### src/rtl/fsm_top_ctrl.sv
// UART command sequencer: decodes commands, drives the down-counter
// controls and bounds the store and flush bursts.
module fsm_top_ctrl (
  input  logic       clock_i,
  input  logic       reset_i,
  input  logic [7:0] rx_data_i,
  input  logic       rx_valid_i,
  input  logic       tx_ready_i,
  input  logic [8:0] cpt_i,
  input  logic       cipher_done_i,
  output logic       en_o,
  output logic       init_c16_o,
  output logic       init_c17_o,
  output logic       init_c32_o,
  output logic       init_c184_o,
  output logic       init_c366_o,
  output logic       store_key_o,
  output logic       store_nonce_o,
  output logic       store_ad_o,
  output logic       store_wave_o,
  output logic       cipher_start_o,
  output logic       tx_start_o,
  output logic [1:0] tx_sel_o,
  output logic       busy_o
);

  typedef enum logic [3:0] {
    S_IDLE, S_LOAD, S_STORE, S_START, S_WAIT_DONE,
    S_FL_LOAD, S_FL_SEND, S_FL_GAP, S_FL_WAIT
  } state_e;

  typedef enum logic [2:0] {
    K_KEY, K_NONCE, K_AD, K_WAVE, K_CIPHER, K_TAG
  } kind_e;

  state_e state_q, state_d;
  kind_e  kind_q, kind_d;

  always_ff @(posedge clock_i) begin
    if (reset_i) begin
      state_q <= S_IDLE;
      kind_q  <= K_KEY;
    end else begin
      state_q <= state_d;
      kind_q  <= kind_d;
    end
  end

  always_comb begin
    state_d        = state_q;
    kind_d         = kind_q;
    en_o           = 1'b0;
    init_c16_o     = 1'b0;
    init_c17_o     = 1'b0;
    init_c32_o     = 1'b0;
    init_c184_o    = 1'b0;
    init_c366_o    = 1'b0;
    store_key_o    = 1'b0;
    store_nonce_o  = 1'b0;
    store_ad_o     = 1'b0;
    store_wave_o   = 1'b0;
    cipher_start_o = 1'b0;
    tx_start_o     = 1'b0;
    tx_sel_o       = 2'b00;
    busy_o         = 1'b0;
    // Reset masks every strobe, even in the cycle it is raised.
    if (!reset_i) begin
      busy_o = (state_q != S_IDLE);
      unique case (state_q)
        S_IDLE: begin
          if (rx_valid_i) begin
            case (rx_data_i)
              8'h4B: begin
                kind_d  = K_KEY;
                state_d = S_LOAD;
              end
              8'h4E: begin
                kind_d  = K_NONCE;
                state_d = S_LOAD;
              end
              8'h41: begin
                kind_d  = K_AD;
                state_d = S_LOAD;
              end
              8'h57: begin
                kind_d  = K_WAVE;
                state_d = S_LOAD;
              end
              8'h47:   state_d = S_START;
              default: state_d = S_IDLE;
            endcase
          end
        end
        S_LOAD: begin
          en_o = 1'b1;
          case (kind_q)
            K_AD:    init_c16_o  = 1'b1;
            K_WAVE:  init_c366_o = 1'b1;
            default: init_c32_o  = 1'b1;
          endcase
          state_d = S_STORE;
        end
        S_STORE: begin
          if (rx_valid_i) begin
            en_o = 1'b1;
            case (kind_q)
              K_KEY:   store_key_o   = 1'b1;
              K_NONCE: store_nonce_o = 1'b1;
              K_AD:    store_ad_o    = 1'b1;
              default: store_wave_o  = 1'b1;
            endcase
            if (cpt_i == 9'd1) state_d = S_IDLE;
          end
        end
        S_START: begin
          cipher_start_o = 1'b1;
          state_d        = S_WAIT_DONE;
        end
        S_WAIT_DONE: begin
          if (cipher_done_i) begin
            kind_d  = K_CIPHER;
            state_d = S_FL_LOAD;
          end
        end
        S_FL_LOAD: begin
          en_o = 1'b1;
          if (kind_q == K_CIPHER) init_c184_o = 1'b1;
          else                    init_c17_o  = 1'b1;
          state_d = S_FL_SEND;
        end
        S_FL_SEND: begin
          if (tx_ready_i) begin
            tx_start_o = 1'b1;
            en_o       = 1'b1;
            if (cpt_i == 9'd1)          tx_sel_o = 2'b10;
            else if (kind_q == K_CIPHER) tx_sel_o = 2'b01;
            else                         tx_sel_o = 2'b00;
            state_d = S_FL_GAP;
          end
        end
        S_FL_GAP: state_d = S_FL_WAIT;
        S_FL_WAIT: begin
          if (tx_ready_i) begin
            if (cpt_i != 9'd0) begin
              state_d = S_FL_SEND;
            end else if (kind_q == K_CIPHER) begin
              kind_d  = K_TAG;
              state_d = S_FL_LOAD;
            end else begin
              state_d = S_IDLE;
            end
          end
        end
        default: state_d = S_IDLE;
      endcase
    end
  end

endmodule

### config.mk
export PLATFORM = sky130hd
export DESIGN_NAME = fsm_top_ctrl
export DESIGN_NICKNAME = d
export VERILOG_FILES = /design/src/rtl/fsm_top_ctrl.sv
export SDC_FILE = /design/constraint.sdc
export NUM_CORES = 1
export LEC_CHECK = 0
export ABC_AREA = 1
export BUFFER_PORTS_ARGS = -buffer_cell sky130_fd_sc_hd__buf_2
export CORE_UTILIZATION = 45
export CTS_CLUSTER_DIAMETER = 40
export DETAILED_ROUTE_END_ITERATION = 10
export PLACE_DENSITY = 0.77
export RECOVER_POWER = 50
export SLEW_MARGIN = 0
export SYNTH_ARGS = -nofsm -noshare
export SYNTH_HDL_FRONTEND = slang
export SYNTH_SLANG_ARGS = --single-unit
export TNS_END_PERCENT = 20
### constraint.sdc
create_clock -name clock_i -period 1.8 [get_ports clock_i]
set_input_delay 0.54 -clock clock_i [delete_from_list [all_inputs] [get_ports clock_i]]
set_output_delay 0.54 -clock clock_i [all_outputs]
set_load 0.1 [all_outputs]
After elaboration in Yosys (flattened, before gate mapping)
Index checks and enable logic that the tools add are counted.
{ "totals": {"reg_bits": 7, "input_bits": 22, "output_inout_bits": 15, "elab_cells": 101} }
{ "op_classes": {"n_eq_ne": 27, "mux": 61, "reduce_logical": 11} }
{ "op_table": {"columns": ["op", "count"], "rows": [
  ["equality test 8 x 7 -> 1 bit, second input constant", 5],
  ["two-way mux 1 bit", 39],
  ["case mux 4 bit (9 select lines)", 1],
  ["two-way mux 4 bit", 6],
  ["two-way mux 3 bit", 7],
  ["equality test 4 x 3 -> 1 bit, second input constant", 4],
  ["!= test 2 bit, second input constant", 8],
  ["case mux 3 bit (4 select lines)", 1],
  ["equality test 9 x 1 -> 1 bit, second input constant", 1],
  ["case mux 3 bit (3 select lines)", 1],
  ["nonzero test 9 bit", 1],
  ["equality test 4 x 2 -> 1 bit, second input constant", 2],
  ["two-way mux 2 bit", 4],
  ["AND reduction 7 bit", 1],
  ["equality test 3 x 2 -> 1 bit, second input constant", 2],
  ["AND reduction 6 bit", 1],
  ["!= test 5 x 1 -> 1 bit, second input constant", 1],
  ["equality test 4 x 1 -> 1 bit, second input constant", 1],
  ["equality test 4 bit, second input constant", 1],
  ["logical NOT 4 bit", 1],
  ["case mux 2 bit (2 select lines)", 1],
  ["nonzero test 4 bit", 1],
  ["OR reduction 2 bit", 2],
  ["OR reduction 4 bit", 1],
  ["6 further kinds", 6]
]} }

Logic depth before layout (Yosys ltp)
{ "logic_depth": {"depth_word": 6, "mapped_depth": 10, "mapped_depth_nobuf": 10} }

Least setup slack after synthesis
OpenSTA, ideal clock, no wires.
{ "synth_timing": {"path_kind": "reg2out", "from": "register state_q[1]", "to": "output store_nonce_o", "arrival_time_ns": 3.641, "t_required_ns": 1.260, "path_slack_ns": -2.381, "path_stages_with_launch": 7, "n_path_buf": 0, "path_cell_list": "dfxtp_1 > nand2_1 > inv_1 > nand2_1 > nor2_1 > inv_1 > nor4_1"} }
{ "synth_between": {"elab_chain_len": 3} }
{ "synth_rtl": {"columns": ["item", "line", "rtl"], "rows": [
  ["from (decl)", "36", "state_e state_q, state_d;"],
  ["from (signal assigned)", "44", "state_q <= state_d;"],
  ["equality test 4 x 2 -> 1 bit", "69", "unique case (state_q)"],
  ["two-way mux 1 bit", "69", null],
  ["two-way mux 1 bit", "67", "if (!reset_i) begin"],
  ["to (decl)", "18", "output logic store_nonce_o,"]
]} }
Every way passes these cells.

Final worst setup path
{ "layout_timing": {"from": "register state_q[0]", "to": "output store_wave_o"} }
{ "layout_between": {"elab_chain_len": 3} }
{ "layout_rtl": {"columns": ["item", "line", "rtl"], "rows": [
  ["equality test 4 x 2 -> 1 bit", "69", null],
  ["two-way mux 1 bit", "69", null],
  ["two-way mux 1 bit", "67", null],
  ["to (decl)", "20", "output logic store_wave_o,"]
]} }
Every way passes these cells.

==> flow_summary.toml <==
[global_route]
grt_max_degree = 9
grt_pass1_wl_um = 4790
grt_pass1_vias = 1181
grt.overflow.total = 0
grt_usage = 0.300
antenna_found_initial = 0

[placement]
hpwl_um = 2450
routabilityCongestion = 0.989
place_ws_ns = -0.180
io_buffers = 36

[timing]
timing.fmax_mhz = 488
rsz0062_at_grt = "true"
setup_viol = 19
hold_viol = 0
finalCriticalPeriod_ns = 2.05
skew_ns = 0.0126
slew_violations = 0
relSlewSlack = 0.643
fin_ws_ns = -0.249
fin_tns_setup_ns = -2.39
final.period_utilization = 1.14
max_slew.worst_pin.slew_ns = 0.533

[setup_path]
cp_num_buf_inv = 4
path_class = "flip-flop to output port"
crit_path_max_incr_delay_ns = 0.35
path_common_cell = "inv_4"
cp_data_required_time_ns = 1.26
worstPathArrival_ns = 1.51
critPathLaunchType = "flip-flop"
critical_path.top_delay_family = "buffers and inverters"
end_kind = "output port"
crit_fanout = 4
crit_chain = "inv_4 -> nand2_4 -> inv_4 -> nand2_4 -> nor2_4 -> inv_4 -> a211oi_4 -> buf_12"
worst_path_max_delay_cell = "dfxtp_4"

[floorplanning]
die_area_mm2 = 0.00227
die_w_um = 47.7
dieHeight_um = 47.7
rows = 16
core_region_area_mm2 = 0.00196
ios = 37
start_util = 0.479

[cts]
clk_latency_ns = 0.26
htreeDepth = 1
clockBufferDepth = 2
cts_tree = "yes"
cts-root-buf = "clkbuf_4"
cts_sinks = 7
numCtsBuffers = 3
ctsHoldBuffers = 0
clkTransAtPathRegs_ns = 0.06

[detailed_routing]
ant_nets = 0
dr.pass1.iters = 4
via_per_inst = 5.22
post_drt_wl_per_cell_um = 14.2
drt-initial-drc-count = 42
drc_errors = 0
wirelength_um = 3670
dr_total_vias = 1352

[synth]
synth_compound_area_frac = 0.0985
synth_xor_xnor_area_share = 0
synth_top_area_frac = 0.168
synth_top_family_by_area = "simple AND/OR/NAND/NOR gates"
synth-seq-area-share = 0.149
syn_nets = 191
synth_mux_area_frac = 0
synth_edf_count = 0
syn_area_um2 = 940
yosysUniqueCellTypes = 22
avgSynthCellArea_um2 = 5.56
post-synth-top-count-cell = "nand2_1"
yosys.area.top_type = "nand2_1"
yosys_warnings = 0
async_reset_ff_frac = 0
yosys_most_used_dff = "dfxtp_1"
synth_simple_gate_area_frac = 0.617
synthTopCellsByArea = "nand2_1 (17%), dfxtp_1 (15%), nor2_1 (12%), inv_1 (12%), nand3_1 (7.5%)"
synth_adder_area_share = 0
syn_inst = 169
ys_ff_latch = 7
synth_common_cells = "nand2_1 (42), nor2_1 (31), inv_1 (29)"

[power_and_ir_drop]
ir_worst_vdd_mv = 0.335
power_density_mw_per_mm2 = 235
leakagePower_nw = 0.871

[outcome]
violations = "negative setup slack"
outcome = "complete, but fails checks"

[cells_and_area]
diodes = 0
areaGrowthSynthToFinish_pct = 92.0
multi_input_area_um2 = 867
num-nets-final = 255
seq_area_um2 = 154
nFillCells = 85
drive_above_1_share = 0.522

[worst_hold_path]
hp-class = "flip-flop to flip-flop"

[flow_run]
drv_cap = 0
-- logic make-up after synthesis --
group	count (synthesis)
compound gates	16
buf+inv	34
flops	7
simple gates	112
-- worst register-to-register path, delay by kind of cell (launching register included) --
| family | cells | cell delay (ns) |
|---|---|---|
| AOI/OAI and AO/OA | 1 | 0.13 |
| buffers and inverters | 3 | 0.28 |
| DFF | 1 | 0.35 |
| and+or+nand+nor | 6 | 0.98 |
-- power breakdown --
part	leakage [nW]	internal, mW	switching (mW)
Clock	0.0150	0.0849	0.0626
Sequential	0.0599	0.152	0.00134
Combinational	0.796	0.0493	0.0737
Total	0.871	0.286	0.138
-- path summary, 6_finish.rpt --
check	startpoint	endpoint	slack, ns	cells after the start
min	kind_q[0]	kind_q[0]	0.53	2
max reg2reg	state_q[0]	kind_q[1]	-0.06	10
max	state_q[0]	store_wave_o	-0.25	8
min reg2reg	kind_q[0]	kind_q[0]	0.53	2
-- routing by layer --
| layer | global-route usage | vias to the layer above | wire (um) |
|---|---|---|---|
| met3 | 0.0415 | 18 | 220 |
| met5 | 0 | - | 0 |
| met1 | 0.345 | 617 | 1410 |
| met4 | 0.128 | 0 | 158 |
| li1 | - | 652 | - |
| met2 | 0.549 | 65 | 1880 |
-- sequential cells by signal (all words and copies together) (netlist names) --
signal and flops:
kind_q 3, state_q 4
-- cells in the final DEF (no fill, tap or decap) --
cell type | Yosys | routed
o21ai_0 | 4 | 4
a211oi_4 | 0 | 2
o21ai_1 | 1 | 1
nor2_2 | 0 | 4
dfxtp_4 | 0 | 3
nand3_1 | 14 | 14
nor3b_2 | 1 | 1
inv_1 | 29 | 24
inv_2 | 4 | 5
nand2_4 | 5 | 10
inv_4 | 0 | 4
buf_12 | 0 | 15
nand3_4 | 1 | 1
clkbuf_4 | 0 | 3
clkbuf_1 | 0 | 1
dfxtp_1 | 7 | 2
buf_4 | 0 | 23
nand2_2 | 3 | 5
buf_6 | 0 | 1
buf_2 | 0 | 21
and3_4 | 0 | 1
nor4_4 | 0 | 2
dfxtp_2 | 0 | 2
a21oi_2 | 2 | 2
nand2_1 | 42 | 35
nor3_4 | 1 | 5
nor2_1 | 31 | 22
nor2_4 | 6 | 11
nand3b_1 | 1 | 1
a21oi_1 | 7 | 7
-- timing repair --
| action | in CTS | in global routing |
|---|---|---|
| buffers inserted | 3 | 1 |
| gates resized for setup | 19 | 13 |
| endpoints found under the setup margin | 15 | 15 |
| pin swaps | 3 | 0 |
-- metrics by stage --
stage / total power, mW / utilization / hold WS [ns] / instance area, um2 / instances
after floorplan: 0.221 / - / 0.473 / 1080 / 169
after global placement: 0.268 / 0.846 / 0.491 / 1660 / 251
after detailed placement: 0.274 / 0.846 / 0.499 / 1660 / 251
after CTS: 0.423 / 0.900 / 0.531 / 1770 / 258
after global routing: 0.446 / 0.920 / 0.546 / 1800 / 259
final: 0.424 / 0.920 / 0.527 / 1800 / 259
-- area by class of cell --
class,count,area share
tap,27,0.0187
timing repair buffer,60,0.327
clock buffer,4,0.0146
inverter,33,0.0742
sequential,7,0.0853
multi-input combinational,128,0.481
(Power assumes the default switching activity.)
